File: src/rtl/pipe_hazard_ctrl.sv
// pipe_hazard_ctrl
//
// Hazard, forwarding and flush controller for a 5-stage pipeline
// (fetch, decode, ALU, memory, write-back). It keeps a shadow copy of the
// destination info of the instructions in the ALU (E), memory (M) and
// write-back (W) stages. Each cycle it decides whether the instruction
// leaving decode must stall, be flushed or use forwarded operands.
//
// Parameters
//   ADDR_W : register address width
//   FWD_EN : 1 = full forwarding, 0 = interlock until the producer retires
//   CNT_W  : width of the saturating stall/flush counters
//
// Ports
//   clk, reset                 clock, asynchronous active-high reset
//   d_valid                    decode holds a real instruction
//   d_rs1/d_rs2, d_rsN_used    decode source registers and their use flags
//   d_rd, d_wb, d_mem_read     decode destination, writes-back, is-load
//   jump_taken                 ALU-stage instruction resolved a taken jump
//   freeze                     external hold of the whole pipeline
//   stall_f, stall_d           hold fetch PC / decode register (comb)
//   bubble_e                   ALU-stage register loads a NOP (comb)
//   flush_d                    decode register loads a NOP (comb)
//   fwd_sel1, fwd_sel2         registered operand source for the ALU stage:
//                              0 regfile, 1 ALU/MEM, 2 MEM/WB, 3 retired WB
//   stall_cnt, flush_cnt       saturating performance counters

module pipe_hazard_ctrl #(
  parameter int ADDR_W = 3,
  parameter bit FWD_EN = 1'b1,
  parameter int CNT_W  = 16
) (
  input  logic              clk,
  input  logic              reset,
  input  logic              d_valid,
  input  logic [ADDR_W-1:0] d_rs1,
  input  logic [ADDR_W-1:0] d_rs2,
  input  logic              d_rs1_used,
  input  logic              d_rs2_used,
  input  logic [ADDR_W-1:0] d_rd,
  input  logic              d_wb,
  input  logic              d_mem_read,
  input  logic              jump_taken,
  input  logic              freeze,
  output logic              stall_f,
  output logic              stall_d,
  output logic              bubble_e,
  output logic              flush_d,
  output logic [1:0]        fwd_sel1,
  output logic [1:0]        fwd_sel2,
  output logic [CNT_W-1:0]  stall_cnt,
  output logic [CNT_W-1:0]  flush_cnt
);

  typedef struct packed {
    logic              valid;
    logic              wb;
    logic              mem_read;
    logic [ADDR_W-1:0] rd;
  } shadow_t;

  shadow_t sh_e, sh_m, sh_w;

  logic m_e1, m_m1, m_w1;
  logic m_e2, m_m2, m_w2;
  logic hazard;
  logic [1:0] sel1_nxt, sel2_nxt;

  function automatic logic match(input shadow_t s, input logic [ADDR_W-1:0] rs,
                                 input logic used, input logic dv);
    return s.valid & s.wb & (s.rd == rs) & used & dv;
  endfunction

  // Youngest producer wins: E before M before W.
  function automatic logic [1:0] pick(input logic me, input logic mm, input logic mw);
    if (me)      return 2'd1;
    else if (mm) return 2'd2;
    else if (mw) return 2'd3;
    else         return 2'd0;
  endfunction

  always_comb begin
    m_e1 = match(sh_e, d_rs1, d_rs1_used, d_valid);
    m_m1 = match(sh_m, d_rs1, d_rs1_used, d_valid);
    m_w1 = match(sh_w, d_rs1, d_rs1_used, d_valid);
    m_e2 = match(sh_e, d_rs2, d_rs2_used, d_valid);
    m_m2 = match(sh_m, d_rs2, d_rs2_used, d_valid);
    m_w2 = match(sh_w, d_rs2, d_rs2_used, d_valid);
    // With forwarding only a load directly ahead cannot be bypassed; without
    // it every in-flight producer must drain first.
    if (FWD_EN)
      hazard = sh_e.mem_read & (m_e1 | m_e2);
    else
      hazard = m_e1 | m_e2 | m_m1 | m_m2 | m_w1 | m_w2;
    sel1_nxt = FWD_EN ? pick(m_e1, m_m1, m_w1) : 2'd0;
    sel2_nxt = FWD_EN ? pick(m_e2, m_m2, m_w2) : 2'd0;
  end

  // Control outputs are forced low while reset is held so they drop at once,
  // regardless of freeze/jump inputs.
  always_comb begin
    stall_f  = 1'b0;
    stall_d  = 1'b0;
    bubble_e = 1'b0;
    flush_d  = 1'b0;
    if (!reset) begin
      if (freeze) begin
        stall_f = 1'b1;
        stall_d = 1'b1;
      end else if (jump_taken) begin
        bubble_e = 1'b1;
        flush_d  = 1'b1;
      end else if (hazard) begin
        stall_f  = 1'b1;
        stall_d  = 1'b1;
        bubble_e = 1'b1;
      end
    end
  end

  always_ff @(posedge clk or posedge reset) begin
    if (reset) begin
      sh_e      <= '0;
      sh_m      <= '0;
      sh_w      <= '0;
      fwd_sel1  <= 2'd0;
      fwd_sel2  <= 2'd0;
      stall_cnt <= '0;
      flush_cnt <= '0;
    end else if (!freeze) begin
      sh_w <= sh_m;
      sh_m <= sh_e;
      if (jump_taken || hazard) begin
        sh_e     <= '0;
        fwd_sel1 <= 2'd0;
        fwd_sel2 <= 2'd0;
        // A hazard coincident with a jump is squashed along with decode.
        if (jump_taken) begin
          if (flush_cnt != '1) flush_cnt <= flush_cnt + CNT_W'(1);
        end else begin
          if (stall_cnt != '1) stall_cnt <= stall_cnt + CNT_W'(1);
        end
      end else begin
        sh_e     <= '{valid: d_valid, wb: d_wb, mem_read: d_mem_read, rd: d_rd};
        fwd_sel1 <= sel1_nxt;
        fwd_sel2 <= sel2_nxt;
      end
    end
  end

endmodule

File: config.mk
export PLATFORM = sky130hd
export DESIGN_NAME = pipe_hazard_ctrl
export DESIGN_NICKNAME = d
export VERILOG_FILES = /design/src/rtl/pipe_hazard_ctrl.sv
export SDC_FILE = /design/constraint.sdc
export NUM_CORES = 1
export LEC_CHECK = 0
export CAP_MARGIN = 20
export CORE_MARGIN = 4
export CORE_UTILIZATION = 45
export CTS_CLUSTER_DIAMETER = 60
export DETAILED_ROUTE_END_ITERATION = 7
export GPL_TIMING_DRIVEN = 0
export PLACE_DENSITY = 0.74
export SYNTH_ARGS = -nofsm -noshare
export SYNTH_HDL_FRONTEND = slang
export SYNTH_SLANG_ARGS = --single-unit
File: constraint.sdc
create_clock -name clk -period 3.1 [get_ports clk]
set_input_delay 0.62 -clock clk [delete_from_list [all_inputs] [get_ports clk]]
set_output_delay 0.62 -clock clk [all_outputs]
set_load 0.02 [all_outputs]
==> impl_metrics.tcl, run 1 <==
set metrics [dict create \
    ioPinCount 58 \
    grt_pass1_vias 2004 \
    finalMaxSlewViolations 0 \
    core_area_um2 5540 \
    r2r_cells 7 \
    die-area_um2 7050 \
    num-nets-final 323 \
    routed_via_density 5.51 \
    synth_cells 236 \
    critPathCapture "stall_f" \
    timing.final.crit_share_pct 95.8 \
    pwr_density_cell_nw_per_um2 473 \
    first_pass_iters 4 \
    grt_pass1_wl_um 9610 \
    final-setup-viol-count 0 \
    clk_latency_ps 310 \
    r2r-start "stall_cnt[0]" \
    async_flop_share_pct 100 \
    syn_avg_cell_area_um2 11.0 \
    slew_headroom_pct 65.5 \
    critical_path_arrival_ps 2350 \
    cp.required_ps 2480 \
    n_fill_cell 450 \
    cts_made_buffers 5 \
    ys_ff_latch 52 \
    cts_buffer_depth 2 \
    ys_warn_count 0 \
    p_leak_nw 1.61 \
    slowest_delay_ps 510 \
    rsz0062_at_grt "false" \
    crit_fanout 10 \
    place.gp.congestion 0.845 \
    ant_nets 0 \
    placed_cells 365 \
    end_kind "primary output" \
    final.setup.tns_ps 0 \
    reg2reg_slack_ps 880 \
    start_kind "input pin" \
    r2r-end "stall_cnt[7]" \
    clk_pin_slew_ps 90 \
    clock-sinks 52 \
    cts_tree "yes" \
    grt_usage_pct 16.8 \
    status "complete, no violations" \
    first_iter_violations 101 \
    hold_ws_ps 486 \
    htreeDepth 2 \
    grt_max_degree 35 \
    critical_path_class "input pin to primary output" \
    p_total_mw 1.63 \
    period_minus_slack_ps 2970 \
    maxCapViolCount 0 \
    drive_gt1_share_pct 14.1 \
    routed_wl_um 5780 \
    row_count 27 \
    min_path_type "flip-flop to flip-flop" \
    synth_cell_type_count 41 \
    cpMostUsedCell "buf_4" \
    fmax_ghz 0.337 \
    multi_input_area_um2 1290 \
    overflow 0 \
    finalHoldViolations 0 \
    synth_fp_nets 256 \
    worst_slack_ps 131 \
    utilization_pct 62.3 \
    hold_path_depth 1 \
    synth-edff-count 0 \
    wire_per_inst_um 15.4 \
    crit_path_top_delay_cell "clkdlybuf4s50_1" \
    seq_area_frac_synth_pct 50.1 \
    ir_worst_vdd_v 0.000271 \
    tightestPinTransition_ps 518 \
    antenna_found_initial 0 \
    dr_total_vias 2071 \
    syn_to_final_growth_pct 32.9 \
    diodes 0 \
    die_w_um 84.0 \
    crit_chain "clkdlybuf4s50_1 -> nand4_1 -> nor4_4 -> o21ai_4 -> buf_4 -> nor2_1 -> o21a_1 -> buf_4 -> buf_2" \
    port_buffers 56 \
    post-route-cell-area_um2 3450 \
    syn_area_um2 2600 \
    finClkSkew_ps 9.82 \
    initial_core_util_pct 46.9 \
    fin_cells 376 \
    synth_ff_type "dfrtp_1" \
    root_buffer "clkbuf_8" \
    pre_cts_slack_ps -748 \
    dpl_cell_area_um2 3270 \
    seqCellArea_um2 1300 \
    chipHeight_um 84.0 \
    route.detailed.drc 0 \
    crit_start "d_rs2_used" \
    place_hpwl_um 4220 \
]
state kept, by name, summed over array words and instances (netlist names):
name and cells:
flush_cnt 16, stall_cnt 16, sh_e 6, sh_m 5, sh_w 5, fwd_sel1 2
fwd_sel2 2
metal layers:
layer	share of wire (%)	vias up	global-route usage (%)
met5	0	-	0
met4	1.6	0	5.99
met3	5.9	9	4.54
met2	47	63	26.8
met1	45	1023	22.1
li1	-	976	-
placed cells by master (no fill, tap or decap), types with 2 or more instances in the layout:
cell type,synthesis,final
a21oi_1,4,4
a22o_1,6,6
a41oi_1,2,2
and2_1,3,3
and3_1,4,4
and4_1,4,4
buf_2,3,5
buf_4,1,5
clkbuf_1,2,3
clkbuf_8,0,5
clkdlybuf4s50_1,0,46
dfrtp_1,52,52
dlymetal6s2s_1,0,6
ha_1,2,2
inv_1,4,3
mux2_2,12,12
nand2_1,15,15
nand2b_1,2,2
nand3_1,8,8
nand4_1,13,13
nor2_1,14,14
nor2b_1,3,3
nor3_1,8,8
nor4_1,8,8
nor4_4,0,2
o21ai_0,2,2
o31ai_1,2,2
xnor2_1,9,9
xor2_1,35,32
xor2_2,0,3
cell families (layout without fill, tap and decap cells):
group | Yosys count | count (layout) | synth area share [%]
XOR/XNOR | 44 | 44 | 14.8
flip-flops | 52 | 52 | 50.1
multiplexers | 13 | 13 | 5.78
adder cells (fa/ha/maj) | 2 | 2 | 0.963
AND/OR/NAND/NOR | 91 | 91 | 19.7
buffers and inverters | 12 | 80 | 2.31
AO/OA/AOI/OAI | 22 | 22 | 6.26
worst min path at each step:
| stage | from | to | slack (ps) |
|---|---|---|---|
| finish | flush_cnt[15] | flush_cnt[15] | 490 |
| global route | fwd_sel2[1] | fwd_sel2[1] | 520 |
| CTS | stall_cnt[8] | stall_cnt[8] | 490 |
| detailed placement | stall_cnt[8] | stall_cnt[8] | 470 |
| global placement | stall_cnt[8] | stall_cnt[8] | 470 |
| floorplan | sh_e[3] | sh_e[3] | 500 |
layout make-up:
| class | count | area share, % |
|---|---|---|
| plain buffers | 8 | 1.38 |
| clock buffers | 6 | 2.10 |
| clock inverters | 2 | 1.01 |
| inverters | 4 | 0.435 |
| multi-input cells | 172 | 37.3 |
| flip-flops and latches | 52 | 37.7 |
| well taps | 72 | 2.61 |
| repair buffers | 60 | 17.4 |
worst max-delay path, delay by kind of cell:
| kind | cells | cell delay [ps] |
|---|---|---|
| and+or+nand+nor | 3 | 530 |
| buffers and inverters | 4 | 950 |
| AOI/OAI and AO/OA | 2 | 260 |
cell usage after synthesis, types with 2 or more instances:
library cell  count  area (um2)
a211oi_1          2        15.0
a21oi_1           4        20.0
a22o_1            6        52.6
a41oi_1           2        17.5
and2_1            3        18.8
and3_1            4        25.0
and4_1            4        35.0
buf_2             3        15.0
clkbuf_1          2        7.51
dfrtp_1          52        1300
ha_1              2        25.0
inv_1             4        15.0
mux2_2           12         135
nand2_1          15        56.3
nand2b_1          2        12.5
nand3_1           8        40.0
nand4_1          13        81.3
nor2_1           14        52.6
nor2b_1           3        18.8
nor3_1            8        40.0
nor4_1            8        50.1
nor4_2            2        25.0
o21ai_0           2        10.0
o31ai_1           2        15.0
xnor2_1           9        78.8
xor2_1           35         307
power by group:
part / switching [mW] / internal [mW]
Combinational: 0.168 / 0.167
Sequential: 0.0885 / 0.742
Clock: 0.225 / 0.240
Total: 0.482 / 1.15
repair_timing:
item	CTS	global route
gates resized for setup	20	8
setup endpoints to repair	3	3
hold buffers	0	0
pin swaps	4	2
setup buffers	3	0
Power figures use the tool's default switching activity.
==> run 2, diff against run 1 <==
CTS_CLUSTER_SIZE = 16   (was unset)
==> results of run 2 <==
The final DEF is identical to that of run 1; final timing and power are the same.
